**src/rtl/cordic_multimode.sv**
```systemverilog
// Iterative CORDIC engine: rotation (sin/cos, vector rotate) and
// vectoring (magnitude/atan2), binary-turn angles, valid/ready on both sides.
// Ports:
//   clock, reset               rising-edge clock, async active-high reset
//   in_valid/in_ready          operand handshake
//   in_mode                    0 = rotation, 1 = vectoring
//   in_x, in_y                 signed operand (WIDTH)
//   in_z                       angle in turns (ANGLE_WIDTH), rotation only
//   in_tag                     sideband tag, returned with the result
//   out_valid/out_ready        result handshake
//   out_x, out_y, out_z        saturated x/y and final angle
//   out_mode, out_tag          mode and tag captured with the operand
//   out_sat                    out_x or out_y was clipped
module cordic_multimode #(
  parameter int WIDTH       = 16,
  parameter int ANGLE_WIDTH = 32,
  parameter int ITERATIONS  = 15,
  parameter int TAG_WIDTH   = 4
) (
  input  logic                          clock,
  input  logic                          reset,
  input  logic                          in_valid,
  output logic                          in_ready,
  input  logic                          in_mode,
  input  logic signed [WIDTH-1:0]       in_x,
  input  logic signed [WIDTH-1:0]       in_y,
  input  logic        [ANGLE_WIDTH-1:0] in_z,
  input  logic        [TAG_WIDTH-1:0]   in_tag,
  output logic                          out_valid,
  input  logic                          out_ready,
  output logic signed [WIDTH-1:0]       out_x,
  output logic signed [WIDTH-1:0]       out_y,
  output logic        [ANGLE_WIDTH-1:0] out_z,
  output logic                          out_mode,
  output logic        [TAG_WIDTH-1:0]   out_tag,
  output logic                          out_sat
);

  localparam int DW = WIDTH + 2;
  localparam int AW = ANGLE_WIDTH;
  localparam int CW = $clog2(ITERATIONS + 1);
  localparam int FB = 60;

  localparam logic [WIDTH-1:0] MAXV = {1'b0, {(WIDTH-1){1'b1}}};
  localparam logic [WIDTH-1:0] MINV = {1'b1, {(WIDTH-1){1'b0}}};

  typedef logic [ITERATIONS-1:0][AW-1:0] atan_tab_t;

  // atan(1/n) scaled by 2^FB, Taylor series.
  function automatic logic [63:0] atan_inv(input int n);
    logic [63:0] p;
    logic [63:0] acc;
    logic [63:0] term;
    logic [63:0] nn;
    acc = '0;
    nn  = 64'(n * n);
    p   = (64'd1 << FB) / 64'(n);
    for (int k = 0; k < 32; k++) begin
      term = p / 64'(2 * k + 1);
      if (k % 2 == 0) acc = acc + term;
      else acc = acc - term;
      p = p / nn;
    end
    return acc;
  endfunction

  // atan(2^-i) scaled by 2^FB, for i >= 1.
  function automatic logic [63:0] atan_pow2(input int i);
    logic [63:0] acc;
    logic [63:0] term;
    int          sh;
    acc = '0;
    for (int k = 0; k < 32; k++) begin
      sh = i * (2 * k + 1);
      if (sh <= FB) begin
        term = (64'd1 << (FB - sh)) / 64'(2 * k + 1);
        if (k % 2 == 0) acc = acc + term;
        else acc = acc - term;
      end
    end
    return acc;
  endfunction

  // round(atan(2^-i) / (2*pi) * 2^AW) using pi/4 from Machin's formula
  // and an exact shift-subtract division, so no real arithmetic is needed.
  function automatic atan_tab_t atan_table();
    atan_tab_t   tab;
    logic [63:0] q4;
    logic [63:0] t;
    logic [63:0] r;
    logic [63:0] q;
    q4 = (atan_inv(5) << 2) - atan_inv(239);
    for (int i = 0; i < ITERATIONS; i++) begin
      t = (i == 0) ? q4 : atan_pow2(i);
      r = t;
      q = '0;
      if (r >= q4) begin
        r = r - q4;
        q = 64'd1;
      end
      for (int b = 0; b < AW - 2; b++) begin
        r = r << 1;
        q = q << 1;
        if (r >= q4) begin
          r = r - q4;
          q = q | 64'd1;
        end
      end
      tab[i] = AW'((q + 64'd1) >> 1);
    end
    return tab;
  endfunction

  localparam atan_tab_t ATAN = atan_table();

  typedef enum logic [1:0] {
    IDLE,
    PREROT,
    ITER,
    DONE
  } state_e;

  state_e                 state_q;
  logic                   in_ready_q;
  logic                   mode_q;
  logic [TAG_WIDTH-1:0]   tag_q;
  logic [CW-1:0]          iter_q;
  logic signed [DW-1:0]   x_q, x_d;
  logic signed [DW-1:0]   y_q, y_d;
  logic [AW-1:0]          z_q, z_d;

  logic                   out_valid_q;
  logic [WIDTH-1:0]       out_x_q, out_y_q;
  logic [AW-1:0]          out_z_q;
  logic                   out_mode_q;
  logic [TAG_WIDTH-1:0]   out_tag_q;
  logic                   out_sat_q;

  logic signed [DW-1:0]   xs, ys;
  logic [AW-1:0]          atan_cur;
  logic                   d_pos;
  logic                   ovf_x, ovf_y;
  logic [WIDTH-1:0]       sat_x, sat_y;

  always_comb begin
    x_d      = x_q;
    y_d      = y_q;
    z_d      = z_q;
    xs       = x_q >>> iter_q;
    ys       = y_q >>> iter_q;
    atan_cur = '0;
    for (int k = 0; k < ITERATIONS; k++) begin
      if (iter_q == CW'(k)) atan_cur = ATAN[k];
    end
    d_pos = mode_q ? y_q[DW-1] : ~z_q[AW-1];
    unique case (state_q)
      PREROT: begin
        if (!mode_q) begin
          // |z| > pi/2: rotate by pi so the iterations can converge
          if (z_q[AW-1] ^ z_q[AW-2]) begin
            x_d = -x_q;
            y_d = -y_q;
            z_d = {~z_q[AW-1], z_q[AW-2:0]};
          end
        end else begin
          z_d = '0;
          if (x_q[DW-1]) begin
            x_d = -x_q;
            y_d = -y_q;
            z_d = {1'b1, {(AW-1){1'b0}}};
          end
        end
      end
      ITER: begin
        if (iter_q != CW'(ITERATIONS)) begin
          if (d_pos) begin
            x_d = x_q - ys;
            y_d = y_q + xs;
            z_d = z_q - atan_cur;
          end else begin
            x_d = x_q + ys;
            y_d = y_q - xs;
            z_d = z_q + atan_cur;
          end
        end
      end
      default: ;
    endcase
  end

  // Overflow when the guard bits differ from the WIDTH sign bit.
  always_comb begin
    ovf_x = ~((&x_q[DW-1:WIDTH-1]) | ~(|x_q[DW-1:WIDTH-1]));
    ovf_y = ~((&y_q[DW-1:WIDTH-1]) | ~(|y_q[DW-1:WIDTH-1]));
    sat_x = ovf_x ? (x_q[DW-1] ? MINV : MAXV) : x_q[WIDTH-1:0];
    sat_y = ovf_y ? (y_q[DW-1] ? MINV : MAXV) : y_q[WIDTH-1:0];
  end

  always_ff @(posedge clock or posedge reset) begin
    if (reset) begin
      state_q     <= IDLE;
      in_ready_q  <= 1'b1;
      mode_q      <= 1'b0;
      tag_q       <= '0;
      iter_q      <= '0;
      x_q         <= '0;
      y_q         <= '0;
      z_q         <= '0;
      out_valid_q <= 1'b0;
      out_x_q     <= '0;
      out_y_q     <= '0;
      out_z_q     <= '0;
      out_mode_q  <= 1'b0;
      out_tag_q   <= '0;
      out_sat_q   <= 1'b0;
    end else begin
      unique case (state_q)
        IDLE: begin
          if (in_valid) begin
            x_q        <= {{2{in_x[WIDTH-1]}}, in_x};
            y_q        <= {{2{in_y[WIDTH-1]}}, in_y};
            z_q        <= in_z;
            mode_q     <= in_mode;
            tag_q      <= in_tag;
            in_ready_q <= 1'b0;
            state_q    <= PREROT;
          end
        end
        PREROT: begin
          x_q     <= x_d;
          y_q     <= y_d;
          z_q     <= z_d;
          iter_q  <= '0;
          state_q <= ITER;
        end
        ITER: begin
          // The extra count after the last micro-rotation loads the
          // saturated result registers.
          if (iter_q == CW'(ITERATIONS)) begin
            out_x_q     <= sat_x;
            out_y_q     <= sat_y;
            out_z_q     <= z_q;
            out_mode_q  <= mode_q;
            out_tag_q   <= tag_q;
            out_sat_q   <= ovf_x | ovf_y;
            out_valid_q <= 1'b1;
            state_q     <= DONE;
          end else begin
            x_q    <= x_d;
            y_q    <= y_d;
            z_q    <= z_d;
            iter_q <= iter_q + CW'(1);
          end
        end
        DONE: begin
          if (out_ready) begin
            out_valid_q <= 1'b0;
            in_ready_q  <= 1'b1;
            state_q     <= IDLE;
          end
        end
        default: state_q <= IDLE;
      endcase
    end
  end

  assign in_ready  = in_ready_q;
  assign out_valid = out_valid_q;
  assign out_x     = out_x_q;
  assign out_y     = out_y_q;
  assign out_z     = out_z_q;
  assign out_mode  = out_mode_q;
  assign out_tag   = out_tag_q;
  assign out_sat   = out_sat_q;

endmodule
```
**config.mk**
```make
export PLATFORM = sky130hd
export DESIGN_NAME = cordic_multimode
export DESIGN_NICKNAME = d
export VERILOG_FILES = /design/src/rtl/cordic_multimode.sv
export SDC_FILE = /design/constraint.sdc
export NUM_CORES = 1
export LEC_CHECK = 0
export ABC_AREA = 0
export BUFFER_PORTS_ARGS = -buffer_cell sky130_fd_sc_hd__clkbuf_2
export CAP_MARGIN = 25
export CORE_ASPECT_RATIO = 0.6
export CORE_MARGIN = 4
export CORE_UTILIZATION = 40
export CTS_CLUSTER_DIAMETER = 100
export CTS_CLUSTER_SIZE = 8
export DETAILED_ROUTE_END_ITERATION = 6
export GPL_TIMING_DRIVEN = 0
export HOLD_SLACK_MARGIN = 0.1
export SETUP_SLACK_MARGIN = 0.4
export SLEW_MARGIN = 20
export SYNTH_ARGS = -nofsm -noshare
export SYNTH_HDL_FRONTEND = slang
export SYNTH_SLANG_ARGS = --single-unit
```
**constraint.sdc**
```tcl
create_clock -name clock -period 9.7 [get_ports clock]
set_input_delay 1.94 -clock clock [delete_from_list [all_inputs] [get_ports clock]]
set_output_delay 1.94 -clock clock [all_outputs]
set_load 0.005 [all_outputs]
```
==> Word level (Yosys, flattened, before mapping) <==
Index checks and enable logic that the tools add are counted.
{ "totals": {"out_inout_bits": 72, "register_bits": 151, "elab_cells": 134} }
{ "classes": {"n_reduce_logical": 17, "muxes": 59, "addsub": 9, "eq_ne": 23, "shift": 2, "bitwise": 9} }
{ "op_table": {"columns": ["cell", "n"], "rows": [
  ["$mux W32", 22],
  ["$mux W18", 16],
  ["$pmux W18 S3", 2],
  ["$pmux W32 S3", 1],
  ["$mux W16", 4],
  ["$add A18 B18 Y18", 2],
  ["$neg A18 Y18", 2],
  ["$sshr A18 B4 Y18", 2],
  ["$sub A18 B18 Y18", 2],
  ["$add A32 B32 Y32", 1],
  ["$eq A4 B4 Y1 const B", 8],
  ["$sub A32 B32 Y32", 1],
  ["$mux W30", 1],
  ["$reduce_and A3 Y1", 6],
  ["$eq A4 B3 Y1 const B", 4],
  ["$eq A4 B2 Y1 const B", 2],
  ["$ne A2 B2 Y1 const B", 4],
  ["$pmux W2 S4", 1],
  ["$pmux W4 S2", 1],
  ["$mux W2", 3],
  ["$reduce_and A2 Y1", 3],
  ["$reduce_bool A2 Y1", 3],
  ["$reduce_or A3 Y1", 2],
  ["$mux W1", 5],
  ["13 further kinds", 21]
]} }

==> Longest topological paths before layout <==
{ "logic_depth": {"word_depth": 22, "ltp_mapped": 30, "ltp_nobuf": 23} }

==> Worst setup path after synthesis <==
No wires, ideal clock.
{ "synth_path": {"kind": "register -> register", "startpoint": "register iter_q[3]", "endpoint": "register z_q[31]", "t_required_ps": 9584, "path_slack_ps": 4370, "setup_time_ps": 116, "n_path_buf": 7, "arrival_time_ps": 5214, "stages_incl_launch_ff": 30, "cell_sequence": "dfrtp_1 -> clkbuf_1 -> inv_1 -> buf_2 -> clkbuf_1 -> clkbuf_1 -> clkbuf_1 -> nor2_1 -> nand2_1 -> a21oi_1 -> nor2_1 -> ha_1 -> nand3_1 -> nor3_1 -> nand2_1 -> nand2_1 -> buf_2 -> xnor2_1 -> ha_1 -> clkbuf_1 -> nand4_1 -> nor3_1 -> o311ai_0 -> nand3_1 -> and3_1 -> nor2_1 -> a211o_1 -> o21ai_0 -> xnor2_1 -> o311ai_0"} }
{ "synth_between": {"elab_chain_cells": 22} }
{ "synth_rtl": {"columns": ["item", "line_no", "rtl"], "rows": [
  ["start: declaration", "127", "logic [CW-1:0] iter_q;"],
  ["start signal: assignment", "252", "iter_q <= iter_q + CW'(1);"],
  ["$logic_not A4 Y1", "153", "if (iter_q == CW'(k)) atan_cur = ATAN[k];"],
  ["$mux W30", "153", null],
  ["$mux W32 (14 in a row)", "153", null],
  ["$add A32 B32 Y32 or $sub A32 B32 Y32 (tied branches)", "183, 179", null],
  ["$mux W32", "176", "if (d_pos) begin"],
  ["$mux W32", "175", "if (iter_q != CW'(ITERATIONS)) begin"],
  ["$mux W32", null, null],
  ["$mux W32", "239", "if (iter_q == CW'(ITERATIONS)) begin"],
  ["$pmux W32 S3", "217", "unique case (state_q)"],
  ["end signal: assignment", "222", "z_q <= in_z;"],
  ["end signal: assignment", "232", "z_q <= z_d;"],
  ["end signal: assignment", "251", "z_q <= z_d;"],
  ["end: declaration", "130", "logic [AW-1:0] z_q, z_d;"]
]} }
Parallel ways exist; a longest one is shown, timed or not. The select of a mux whose other input is x is not followed.
A chain may end at the register's enable or synchronous reset.

==> Worst setup path after layout <==
Same ends and word-level chain as after synthesis.

==> metrics.md <==
| Metric | Value |
|---|---|
| Status | completed |
| Initial Utilization | 40.6% |
| Reg clk slew, reported paths | 70 ps |
| Final Cycle Share | 87.2% |
| Sink of the worst hold path | out_tag[0] |
| Core ar. | 35100 sq um |
| Worst r2r path cells | 29 |
| Slew @ Worst Pin | 1080 ps |
| Worst hold path class | reg -> reg |
| Synthesized area per cell | 7.75 sq um |
| Startpoint Class | register |
| Layout cells sized above 1 | 12.5% |
| Fillers | 3517 |
| Final wirelength | 61200 um |
| H-tree level count | 4 |
| Largest net degree at the start of global routing | 96 |
| DIE WIDTH | 252 um |
| Top FF cell, synth | dfrtp_1 |
| DRC viols | 0 |
| Setup slack after layout | 1250 ps |
| CTS tree | yes |
| Max_cap viols | 0 |
| Final worst path period need | 8450 ps |
| Worst endpoint required time | 10040 ps |
| NumNets Final | 2159 |
| RSZ-0062 raised after global routing | false |
| Yosys reg bits | 151 |
| Reg2reg end | z_q[31] |
| Cts hold-fix bufs | 0 |
| Syn-to-layout area delta | 13.7% |
| Clock skew after layout | 12.6 ps |
| Most used cell, CP | clkbuf_1 |
| Endpoints failing hold | 0 |
| Worst reg2reg setup slack | 1250 ps |
| I/O pins | 145 |
| Chip height | 154 um |
| Num CTS Buffers | 17 |
| Crit Path Max Fanout | 10 |
| Final ANT Viol Nets | 0 |
| Number of global-route vias before repair | 14200 |
| Crit. End Element | register |
| Routed wl met2 | 22600 um |
| Distinct cells, synth | 82 |
| Arr. time, crit path | 8790 ps |
| Synth Cell Area | 14200 sq um |
| FFs w/ async S/R, synth | 100% |
| Ys Warns | 0 |
| Met3 WL | 7760 um |
| Relative slew slack | 27.2% |
| Gate count after technology mapping | 1837 |
| Final setup vio count | 0 |
| Hold path start | tag_q[0] |
| Max Fclk | 0.118 GHz |
| Total gr overflow | 0 |
| Multi-input logic area | 9700 sq um |
| Site row count | 53 |
| Highest Signal Layer | met5 |
| Final Max Slew Viols | 0 |
| Gr usage total | 31.2% |
| Worst path max stage delay | 550 ps |
| Class of the most critical setup path | reg -> reg |
| Reg area | 3780 sq um |
| WHS Path Cells | 2 |
| Wire per inst | 24.6 um |
| Clk_lat worst skew | 460 ps |
| Final HPWL from detailed placement | 48000 um |
| Post-DR vias/cell | 6.12 |
| M1 WL | 29800 um |
| Setup TNS | 0 ps |
| Num Clock Sinks | 151 |
| First-pass GRT wire length | 91800 um |
| Number of port buffers | 144 |
| Root Driver | clkbuf_16 |
| Worst-case clock buffer depth | 2 |
| DRT iter0 DRCs | 1989 |
| Post-synth EDFFs | 0 |
| Syn_nets | 1993 |
| Worst R2R Start | iter_q[3] |
| Initial antenna violation count | 1 |
| Seq/Total Area, Yosys | 26.5% |
| Dpl ws | 1690 ps |
| Post_cts resized | 0 |
| Final Wtd Congestion | 1.01 |
| Setup Fix Bufs, Post-CTS | 0 |
| Drt first pass iters | 6 |
| Die area | 38800 sq um |
| Via count | 15200 |
| CP max-delay cell | clkbuf_1 |
[layout by cell type (no fill, tap or decap), drive strengths merged, types with 6 or more instances in the layout]
cell type  synthesis  routed
a211oi            12      12
a21o              29      29
a21oi            120     120
a221oi            34      34
a22oi              9       9
a31oi             15      15
a41oi              6       6
and2               8       8
and3              11      11
buf               32      35
clkbuf           110     273
dfrtp            150     150
ha                80      80
inv               47      55
mux2              11      11
mux2i             36      36
mux4              31      31
nand2            303     303
nand2b            16      16
nand3             23      23
nor2             226     226
nor2b             17      17
nor3              40      40
nor4              13      13
o211ai            11      11
o21a              11      11
o21ai            155     155
o21bai            12      12
o2bb2ai           20      20
o31ai             17      17
or2                7       7
or3                6       6
xnor2             89      89
xor2              44      44
[cells by family after synthesis]
family | share of synthesized area [%]
xor gates and xnor gates | 8.18
DFF | 26.5
adders and majority gates | 7.52
AOI/OAI and AO/OA | 23.1
buffers and inverters | 5.36
muxes | 8.38
and+or+nand+nor | 20.9
[worst max-delay path by stage]
stage	slack, ps	startpoint	end	cells past startpoint
detailed placement	1690	iter_q[3]	z_q[31]	29
global placement	1550	reset	y_q[7]	2
floorplan	3700	reset	iter_q[0]	1
finish	1250	iter_q[3]	z_q[31]	29
global route	980	iter_q[3]	z_q[31]	29
CTS	1660	iter_q[3]	z_q[31]	29
[routing by layer]
metal / vias to the layer above / track usage (%)
li1: 6863 / -
met1: 7402 / 49.4
met2: 859 / 39.7
met3: 75 / 11.2
met4: 2 / 6.28
met5: - / 0
[sequential cells by signal, summed over array words and instances, names as in the netlist]
name,count
in_ready,1
iter_q,4
mode_q,1
out_mode,1
out_sat,1
out_tag,4
out_valid,1
out_x,16
out_y,16
out_z,32
state_q,2
tag_q,4
x_q,18
y_q,18
z_q,32
[cells in the mapped netlist, drive strengths merged, types with 11 or more instances]
cell     instances  area share (%)
o31ai           17            0.90
o2bb2ai         20             1.2
xor2            44             2.7
a31oi           15            0.66
a211oi          12            0.63
nand2b          16            0.70
a21oi          120             4.2
mux4            31             5.0
mux2i           36             2.5
a21o            29             1.5
nand2          303             8.0
a221oi          34             2.1
nor2           226             6.0
nor4            13            0.68
dfrtp          150              26
inv             47             1.2
nand3           23            0.81
o21a            11            0.58
nor2b           17            0.75
mux2            11            0.87
o21ai          155             5.4
o211ai          11            0.58
clkbuf         110             2.9
and3            11            0.48
buf             32             1.2
o21bai          12            0.63
ha              80             7.0
nor3            40             1.5
xnor2           89             5.5
[per-stage QoR]
stage / instance area (sq um) / hold slack [ps] / std cells / util (%)
6_report: 16200 / 471 / 2484 / 46.1
2_1_floorplan: 14200 / 433 / 1837 / -
4_1_cts: 16200 / 469 / 2482 / 46.1
3_3_place_gp: 15500 / 448 / 2448 / 44.3
3_5_place_dp: 15600 / 453 / 2450 / 44.5
5_1_grt: 16200 / 484 / 2483 / 46.1
[worst max-delay path, delay by kind of cell, from the launching register on]
family,cells,cell delay (ps)
buf+inv,8,3090
simple gates,12,2470
compound gates,5,1530
fa+ha+maj,2,570
flops,1,370
xor+xnor,2,290
[area by class of cell]
cell class / count / area share (%)
Antenna cell: 1 / 0.0155
Buffer: 142 / 3.63
Clock buffer: 19 / 2.74
Clock inverter: 13 / 0.819
Inverter: 47 / 1.14
Multi-Input combinational cell: 1497 / 59.9
Sequential cell: 151 / 23.4
Tap cell: 467 / 3.61
Timing Repair Buffer: 147 / 4.76
Power is left out: the tool's default activity adds up to more than one toggle a clock period on the data nets, which glitch-free logic cannot reach.
